<file path="config.mk">
export PLATFORM = sky130hd
export DESIGN_NAME = pixel_job_dispatcher
export DESIGN_NICKNAME = d
export VERILOG_FILES = /design/src/rtl/pixel_job_dispatcher.sv
export SDC_FILE = /design/constraint.sdc
export NUM_CORES = 1
export LEC_CHECK = 0
export ABC_AREA = 1
export BUFFER_PORTS_ARGS = -buffer_cell sky130_fd_sc_hd__buf_4
export CAP_MARGIN = 10
export CORE_UTILIZATION = 63
export CTS_CLUSTER_DIAMETER = 200
export DETAILED_ROUTE_END_ITERATION = 7
export PLACE_DENSITY = 0.93
export SLEW_MARGIN = 5
export SYNTH_ARGS = -nofsm -noshare
export SYNTH_HDL_FRONTEND = slang
export SYNTH_SLANG_ARGS = --single-unit
export TNS_END_PERCENT = 50
</file>
<file path="constraint.sdc">
create_clock -name clk -period 7.5 [get_ports clk]
set_input_delay 1.5 -clock clk [delete_from_list [all_inputs] [get_ports clk]]
set_output_delay 1.5 -clock clk [all_outputs]
set_load 0.02 [all_outputs]
</file>
<file path="src/rtl/pixel_job_dispatcher.sv">
// Raster-order pixel job scheduler for the Mandelbrot processor array: hands one
// job per cycle to an idle processor (round-robin) and signals frame completion.
module pixel_job_dispatcher #(
    parameter int unsigned NUM_PROCS = 8,
    parameter int unsigned H_RES     = 640,
    parameter int unsigned V_RES     = 480,
    parameter int unsigned FIX_W     = 27
) (
    input  logic                 clk,
    input  logic                 reset,
    input  logic                 iStart,
    input  logic [FIX_W-1:0]     iX0,
    input  logic [FIX_W-1:0]     iY0,
    input  logic [FIX_W-1:0]     iDx,
    input  logic [FIX_W-1:0]     iDy,
    input  logic [NUM_PROCS-1:0] iProcIdle,
    input  logic                 iPixWritten,
    output logic [NUM_PROCS-1:0] oJobValid,
    output logic [18:0]          oJobAddr,
    output logic [FIX_W-1:0]     oJobCre,
    output logic [FIX_W-1:0]     oJobCim,
    output logic                 oBusy,
    output logic                 oFrameDone
);

    localparam int unsigned TOTAL = H_RES * V_RES;
    localparam int unsigned CNT_W = $clog2(TOTAL + 1);
    localparam int unsigned X_W   = (H_RES > 1) ? $clog2(H_RES) : 1;
    localparam int unsigned Y_W   = (V_RES > 1) ? $clog2(V_RES) : 1;
    localparam int unsigned PTR_W = (NUM_PROCS > 1) ? $clog2(NUM_PROCS) : 1;

    typedef enum logic [1:0] {
        S_IDLE,
        S_DISPATCH,
        S_DRAIN,
        S_DONE
    } state_t;

    state_t state, next_state;

    logic [FIX_W-1:0]     x0, dx, dy;
    logic [FIX_W-1:0]     cre, cim;
    logic [18:0]          addr;
    logic [X_W-1:0]       x;
    logic [Y_W-1:0]       y;
    logic [CNT_W-1:0]     written_cnt, written_nxt;
    logic [PTR_W-1:0]     rr_ptr, grant_idx;
    logic [NUM_PROCS-1:0] mask_d1, mask_d2, eligible, grant_onehot;
    logic                 grant_found, issue, start_accept, wr_inc, last_pixel;
    int unsigned          cand;

    assign last_pixel  = (x == X_W'(H_RES - 1)) && (y == Y_W'(V_RES - 1));
    assign wr_inc      = iPixWritten && ((state == S_DISPATCH) || (state == S_DRAIN));
    assign written_nxt = written_cnt + CNT_W'(wr_inc);

    // A processor stays masked during its strobe cycle and the two cycles after,
    // covering the window in which its iProcIdle may still be stale.
    assign eligible = iProcIdle & ~(oJobValid | mask_d1 | mask_d2);

    always_comb begin
        grant_found  = 1'b0;
        grant_idx    = '0;
        grant_onehot = '0;
        cand         = 0;
        for (int unsigned k = 0; k < NUM_PROCS; k++) begin
            cand = 32'(rr_ptr) + k;
            if (cand >= NUM_PROCS)
                cand = cand - NUM_PROCS;
            if (!grant_found && eligible[cand[PTR_W-1:0]]) begin
                grant_found = 1'b1;
                grant_idx   = cand[PTR_W-1:0];
            end
        end
        grant_onehot[grant_idx] = grant_found;
    end

    always_ff @(posedge clk) begin
        if (!reset)
            state <= S_IDLE;
        else
            state <= next_state;
    end

    always_comb begin
        next_state   = state;
        oBusy        = 1'b0;
        oFrameDone   = 1'b0;
        start_accept = 1'b0;
        issue        = 1'b0;
        case (state)
            S_IDLE: begin
                if (iStart) begin
                    start_accept = 1'b1;
                    next_state   = S_DISPATCH;
                end
            end
            S_DISPATCH: begin
                oBusy = 1'b1;
                issue = grant_found;
                if (grant_found && last_pixel)
                    next_state = S_DRAIN;
            end
            S_DRAIN: begin
                oBusy = 1'b1;
                if (written_nxt == CNT_W'(TOTAL))
                    next_state = S_DONE;
            end
            S_DONE: begin
                oFrameDone = 1'b1;
                next_state = S_IDLE;
            end
            default: next_state = S_IDLE;
        endcase
    end

    always_ff @(posedge clk) begin
        if (!reset) begin
            oJobValid   <= '0;
            oJobAddr    <= '0;
            oJobCre     <= '0;
            oJobCim     <= '0;
            mask_d1     <= '0;
            mask_d2     <= '0;
            rr_ptr      <= '0;
            x0          <= '0;
            dx          <= '0;
            dy          <= '0;
            cre         <= '0;
            cim         <= '0;
            addr        <= '0;
            x           <= '0;
            y           <= '0;
            written_cnt <= '0;
        end else begin
            oJobValid   <= '0;
            mask_d1     <= oJobValid;
            mask_d2     <= mask_d1;
            written_cnt <= written_nxt;
            if (start_accept) begin
                x0          <= iX0;
                dx          <= iDx;
                dy          <= iDy;
                cre         <= iX0;
                cim         <= iY0;
                addr        <= '0;
                x           <= '0;
                y           <= '0;
                written_cnt <= '0;
            end
            if (issue) begin
                oJobValid <= grant_onehot;
                oJobAddr  <= addr;
                oJobCre   <= cre;
                oJobCim   <= cim;
                rr_ptr    <= (grant_idx == PTR_W'(NUM_PROCS - 1)) ? '0 : grant_idx + 1'b1;
                addr      <= addr + 19'd1;
                if (x != X_W'(H_RES - 1)) begin
                    x   <= x + 1'b1;
                    cre <= cre + dx;
                end else begin
                    x   <= '0;
                    y   <= y + 1'b1;
                    cre <= x0;
                    cim <= cim + dy;
                end
            end
        end
    end

endmodule

</file>
==> results_dict.tcl, run 1 <==
set metrics [dict create \
    crit_arrival_ns 5.01 \
    tightest_slew_ns 1.04 \
    yosysSeqAreaShare_pct 39.3 \
    ir_worst_vdd_mv 0.240 \
    leakage_nw 7.99 \
    fin_crit_ns 4.54 \
    reg2regPathDepth 15 \
    num_rows 56 \
    grt_use_met3_pct 4.28 \
    ctsHoldBuffers 0 \
    nets 2478 \
    cts_buffers 31 \
    setup_viol 0 \
    h-tree-depth 1 \
    yosysTopAreaCell "dfxtp_1" \
    cts_setup_buffers 0 \
    worstPathMaxFanout 52 \
    cts_sinks 294 \
    grt_use_met1_pct 40.6 \
    multi_input_area_sq_um 8020 \
    chipHeight_microns 156 \
    final-hold-violation-count 0 \
    min_path_cells 2 \
    required_ns 7.97 \
    io_buffers 202 \
    path_class "reg2reg" \
    final_antenna_net_count 0 \
    via_count 15100 \
    cts.reportedPaths.clkPinSlew_ns 0.06 \
    dieWidth_microns 156 \
    drc 0 \
    fill_cells 1741 \
    final.setup.tns_ns 0 \
    area.growth.synth_to_final_pct 17.4 \
    antenna_found_initial 0 \
    max_cap_violations 0 \
    start_util_pct 63.9 \
    pre_cts_ws_ns 2.77 \
    fin_cells 2632 \
    ys_ff_latch 294 \
    gp_congestion 0.961 \
    place_inst 2576 \
    first_global_vias 14200 \
    critPathLaunchType "flop" \
    syn_avg_cell_area_sq_um 6.98 \
    cts_buffer_depth 3 \
    grt_max_degree 102 \
    worst_clock_skew_ns 0.0119 \
    synthCells 2143 \
    synth_area_leaders "dfxtp_1, nand2_1, nor2_1" \
    min-delay-path-class "reg2reg" \
    io_pins 203 \
    die-area_sq_um 24400 \
    synth_nets 2331 \
    fmax_ghz 0.220 \
    post_cts_resize_count 0 \
    regArea_sq_um 5890 \
    synth_top_area_share_pct 39.3 \
    grt_setup_unrepaired "false" \
    clock_latency_ns 0.57 \
    cts_tree "built" \
    firstDrtPassIters 6 \
    relSlewSlack_pct 31.0 \
    top_usage_layer "met2" \
    grt_pass1_wl_microns 66200 \
    dpl.hpwl_microns 27600 \
    synth_warnings 0 \
    via_per_inst 5.74 \
    grt_usage_pct 32.8 \
    drt_wl_total_microns 40900 \
    clock-root-buffer "clkbuf_16" \
    wl_per_cell_microns 15.5 \
    antenna_cells 0 \
    grt_use_met2_pct 57.2 \
    p_total_mw 6.78 \
    dr.first_iter.drc_count 1529 \
    fp.coreArea_sq_um 23400 \
    drive_above_1_share_pct 12.5 \
    finalCritPeriodShare_pct 60.5 \
    slew_violations 0 \
    powerDensity_nw_per_um2 386 \
    status "completed" \
    worst_slack_ns 2.96 \
    syn_area_sq_um 15000 \
    grt-ovfl-total 0 \
    yosysUniqueCellTypes 39 \
    critPathCaptureType "flop" \
]
[synthesized netlist by cell type]
cell	number
nand3_1	124
nor2_1	392
o211ai_1	2
ha_1	66
o21ai_1	55
clkbuf_1	59
a221oi_1	2
mux2i_1	10
nand3b_1	4
nor2_4	3
a21boi_0	2
o21ai_0	156
nand2_1	397
a31oi_1	6
o21a_1	5
or2_2	9
nand4_2	1
xnor2_1	28
o211a_1	6
inv_1	167
nor4_1	4
o2111ai_1	1
a21oi_1	154
a21o_1	7
o21bai_1	9
or2_1	2
dfxtp_1	294
o31ai_1	4
buf_2	27
o22ai_1	23
fa_1	2
buf_1	6
buf_4	4
nand4_1	26
xor2_1	45
nor3_1	26
nand3_2	2
inv_2	10
nand2_2	3
[worst max-delay path, stage by stage (launching register included)]
cell	delay, ns
dfxtp_1	0.64
inv_2	0.21
ha_1	0.49
inv_1	0.20
nand3_1	0.14
nand2_1	0.11
nand2_1	0.08
nand2_1	0.10
nand4_2	0.14
nor2_4	0.06
nand3_2	0.14
nand3_2	0.79
inv_2	0.95
nand2_1	0.13
nand3_1	0.14
nand2_1	0.06
[final timing paths]
path,start,end,slack [ns]
worst max-delay path,rr_ptr[0]$_SDFFE_PN0P_,cre[8]$_SDFFE_PN0P_,2.96
worst min-delay path,mask_d1[4]$_SDFF_PN0_,mask_d2[4]$_SDFF_PN0_,0.43
worst min register to register,mask_d1[4]$_SDFF_PN0_,mask_d2[4]$_SDFF_PN0_,0.43
worst max register to register,rr_ptr[0]$_SDFFE_PN0P_,cre[8]$_SDFFE_PN0P_,2.96
[per-stage QoR]
stage               area [sq um]  util [%]  hold slack, ns
floorplan                  15000         -           0.407
global placement           16500      70.7           0.411
detailed placement         16500      70.7           0.419
CTS                        17600      75.1           0.435
global route               17600      75.1           0.447
finish                     17600      75.1           0.431
[where the power goes]
part           leakage (nW)  total, mW  internal, mW  switching, mW
clock network         0.492       1.52         0.885          0.631
registers              2.41       2.29          1.97          0.315
logic                  5.09       2.98          1.06           1.92
[sequential cells by signal, indices dropped and copies added (netlist names), 27 cells and up]
| name | cells |
|---|---|
| cim | 27 |
| cre | 27 |
| dx | 27 |
| dy | 27 |
| oJobCim | 27 |
| oJobCre | 27 |
| x0 | 27 |
[logic make-up after synthesis]
kind of cell             after synthesis  synth area share (%)
AND/OR/NAND/NOR                      993                  27.3
AO/OA/AOI/OAI                        432                  15.5
flip-flops                           294                  39.3
buffers and inverters                273                  7.18
XOR/XNOR                              73                  4.27
adder cells (fa/ha/maj)               68                  5.79
multiplexers                          10                 0.669
[layout by cell type, fill, tap and decap left out, drive strengths merged]
master,n
or2,11
a31oi,6
buf,210
o211ai,2
xor2,45
o21ai,211
o211a,6
nor4,4
o21a,5
dfxtp,294
clkinv,4
o22ai,23
nand3b,4
clkbuf,48
a21oi,154
bufinv,1
o2111ai,1
nand3,126
o31ai,4
nand4,27
xnor2,28
o21bai,9
a21boi,2
a21o,7
nand2,400
nor2,395
mux2i,10
clkinvlp,3
inv,177
ha,66
nor3,26
a221oi,2
fa,2
[layer usage]
metal | up-vias | wire length [microns]
met5 | - | 0
met4 | 0 | 1490
met3 | 119 | 2990
met2 | 703 | 19700
met1 | 6984 | 16700
li1 | 7310 | -
[layout make-up]
| cell class | count | area share [%] |
|---|---|---|
| inverter | 177 | 3.79 |
| multi-input combinational | 1576 | 45.7 |
| sequential | 294 | 33.5 |
| timing repair buffer | 210 | 8.97 |
| clock inverter | 8 | 0.499 |
| tap | 319 | 2.27 |
| clock buffer | 48 | 5.29 |
No activity file was read; power rests on OpenSTA's default activity.
==> run 2: changes to the inputs <==
--- a/config.mk
+++ b/config.mk
@@ -8,10 +8,10 @@
 export ABC_AREA = 1
 export BUFFER_PORTS_ARGS = -buffer_cell sky130_fd_sc_hd__buf_4
 export CAP_MARGIN = 10
-export CORE_UTILIZATION = 63
+export CORE_UTILIZATION = 53
 export CTS_CLUSTER_DIAMETER = 200
 export DETAILED_ROUTE_END_ITERATION = 7
-export PLACE_DENSITY = 0.93
+export PLACE_DENSITY = 0.84
 export SLEW_MARGIN = 5
 export SYNTH_ARGS = -nofsm -noshare
 export SYNTH_HDL_FRONTEND = slang
==> constraint.sdc (replaced) <==
create_clock -name clk -period 3.8 [get_ports clk]
set_input_delay 0.76 -clock clk [delete_from_list [all_inputs] [get_ports clk]]
set_output_delay 0.76 -clock clk [all_outputs]
set_load 0.02 [all_outputs]
==> run 2 against run 1 <==
The run now ends with DRC left. Clock-buffer cell count decreased by 6. Via count decreased by 1.7%. Routed wire length decreased by 2.7%. Global-route usage decreased by 5.8 points. Worst setup slack got worse by 2.6 ns. Cell area increased by 1.7%. Worst hold slack got worse by 0.0056 ns. Critical path type unchanged. Critical endpoint is now rr_ptr[2]$_SDFFE_PN0P_. Largest power group unchanged.
==> results_dict.tcl, run 2 (synthesis results as in run 1) <==
set metrics [dict create \
    drt_wl_total_microns 39800 \
    fp.coreArea_sq_um 27800 \
    pwr-share-seq_pct 33.0 \
    io_pins 203 \
    powerDensity_nw_per_um2 765 \
    first_global_vias 14000 \
    die-area_sq_um 28900 \
    worst_slack_ns 0.329 \
    worstPathMaxFanout 9 \
    tightest_slew_ns 0.805 \
    antenna_found_initial 0 \
    h-tree-depth 1 \
    grt_max_degree 96 \
    nets 2487 \
    whs_ns 0.426 \
    cpMostUsedCell "ha_1" \
    required_ns 4.23 \
    violations "DRC" \
    clkPwrFrac_pct 24.0 \
    critical-path-max-stage-delay_ns 0.55 \
    via_count 14900 \
    clock-root-buffer "clkbuf_16" \
    dieWidth_microns 170 \
    fin_cells 2701 \
    status "finished with violations" \
    reg2regPathDepth 17 \
    firstDrtPassIters 8 \
    p_total_mw 13.7 \
    relSlewSlack_pct 46.3 \
    num_rows 61 \
    layout_common_cells "nand2_1, nor2_1, dfxtp_1" \
    via_per_inst 5.50 \
    grt_use_met3_pct 3.84 \
    power.switching_mw 5.61 \
    crit_arrival_ns 3.91 \
    path_buf_inv 2 \
    start_util_pct 53.9 \
    cp_cell_sequence "inv_2 -> ha_1 -> inv_1 -> nand3_1 -> nand3_2 -> nand2_2 -> nor2_4 -> nand4_2 -> nor2_4 -> nand3b_1 -> o21ai_1 -> nor2_1 -> nor2_1 -> ha_1 -> ha_1 -> o21ai_1 -> a21oi_1" \
    drive_above_1_share_pct 13.0 \
    cp_top_family "simple AND/OR/NAND/NOR gates" \
    cts_tree "built" \
    slew_violations 0 \
    grt_setup_unrepaired "false" \
    wl_per_cell_microns 14.7 \
    grt_pass1_wl_microns 64500 \
    min-delay-path-class "reg2reg" \
    swShare_pct 41.1 \
    cts_sinks 294 \
    finalCritPeriodShare_pct 91.3 \
    max_cap_violations 0 \
    leakage_nw 8.10 \
    drc 1 \
    final_antenna_net_count 0 \
    dr.first_iter.drc_count 1303 \
    path_class "reg2reg" \
    min_path_cells 2 \
    critPathCaptureType "flop" \
    worst_clock_skew_ns 0.0104 \
    cts_buffer_depth 3 \
    final-hold-violation-count 0 \
    setup_viol 0 \
    antenna_cells 0 \
    pre_cts_ws_ns 0.372 \
    area.growth.synth_to_final_pct 19.4 \
    chipHeight_microns 170 \
    worst-path-stages 17 \
    fmax_ghz 0.288 \
    final.setup.tns_ns 0 \
    cts.reportedPaths.clkPinSlew_ns 0.07 \
    gp_congestion 0.999 \
    layout_commonest_cell "nand2_1" \
    fin_crit_ns 3.47 \
    slowest_stage "dfxtp_1" \
    grt_use_met1_pct 33.7 \
    cts_setup_buffers 0 \
    fin_area_sq_um 17900 \
    critPathLaunchType "flop" \
    clock_latency_ns 0.56 \
    grt_usage_pct 27.0 \
    utilization_pct 64.3 \
    io_buffers 202 \
    internal_power_mw 8.05 \
    pwr-share-comb_pct 43.0 \
    placed_area_sq_um 16700 \
    cts_buffers 31 \
    dpl.hpwl_microns 27800 \
    top_usage_layer "met2" \
    grt-ovfl-total 0 \
    ir_worst_vdd_mv 0.406 \
    grt_use_met2_pct 46.4 \
    place_inst 2644 \
]
run 2: path summary, 6_finish.rpt:
path                           from                      to  slack, ns
min reg2reg   mask_d1[4]$_SDFF_PN0_   mask_d2[4]$_SDFF_PN0_       0.43
max reg2reg  rr_ptr[1]$_SDFFE_PN0P_  rr_ptr[2]$_SDFFE_PN0P_       0.33
min           mask_d1[4]$_SDFF_PN0_   mask_d2[4]$_SDFF_PN0_       0.43
max          rr_ptr[1]$_SDFFE_PN0P_  rr_ptr[2]$_SDFFE_PN0P_       0.33
run 2: repair_timing:
item	in CTS	in global routing
setup endpoints to repair	0	1
hold endpoints to repair	0	0
hold buffers	0	0
resized for setup	0	1
run 2: power by group through the flow:
| stage | logic (mW) | registers, mW | clock network, mW |
|---|---|---|---|
| after floorplan | 3.82 | 4.73 | 0 |
| after global placement | 5.56 | 4.52 | 0 |
| after detailed placement | 5.74 | 4.54 | 0 |
| after CTS | 5.80 | 4.49 | 3.33 |
| after global routing | 6.54 | 4.59 | 3.46 |
| final | 5.87 | 4.51 | 3.28 |
run 2: cell type report:
type / count / area [sq um]
inverters: 177 / 666
fillers: 2410 / 9920
clock inverters: 15 / 243
well taps: 378 / 473
multi-input cells: 1576 / 8020
repair buffers: 219 / 1690
clock buffers: 42 / 877
flip-flops and latches: 294 / 5890
run 2: tightest hold or removal path, cell delays in order, from the launching register on:
cell and delay [ns]:
dfxtp_1 0.31, nand2_1 0.05, inv_1 0.03
run 2: routing by layer:
metal	part of all wire, %	vias up
li1	-	7315
met1	43	6877
met2	47	550
met3	6.4	121
met4	3.5	0
met5	0	-
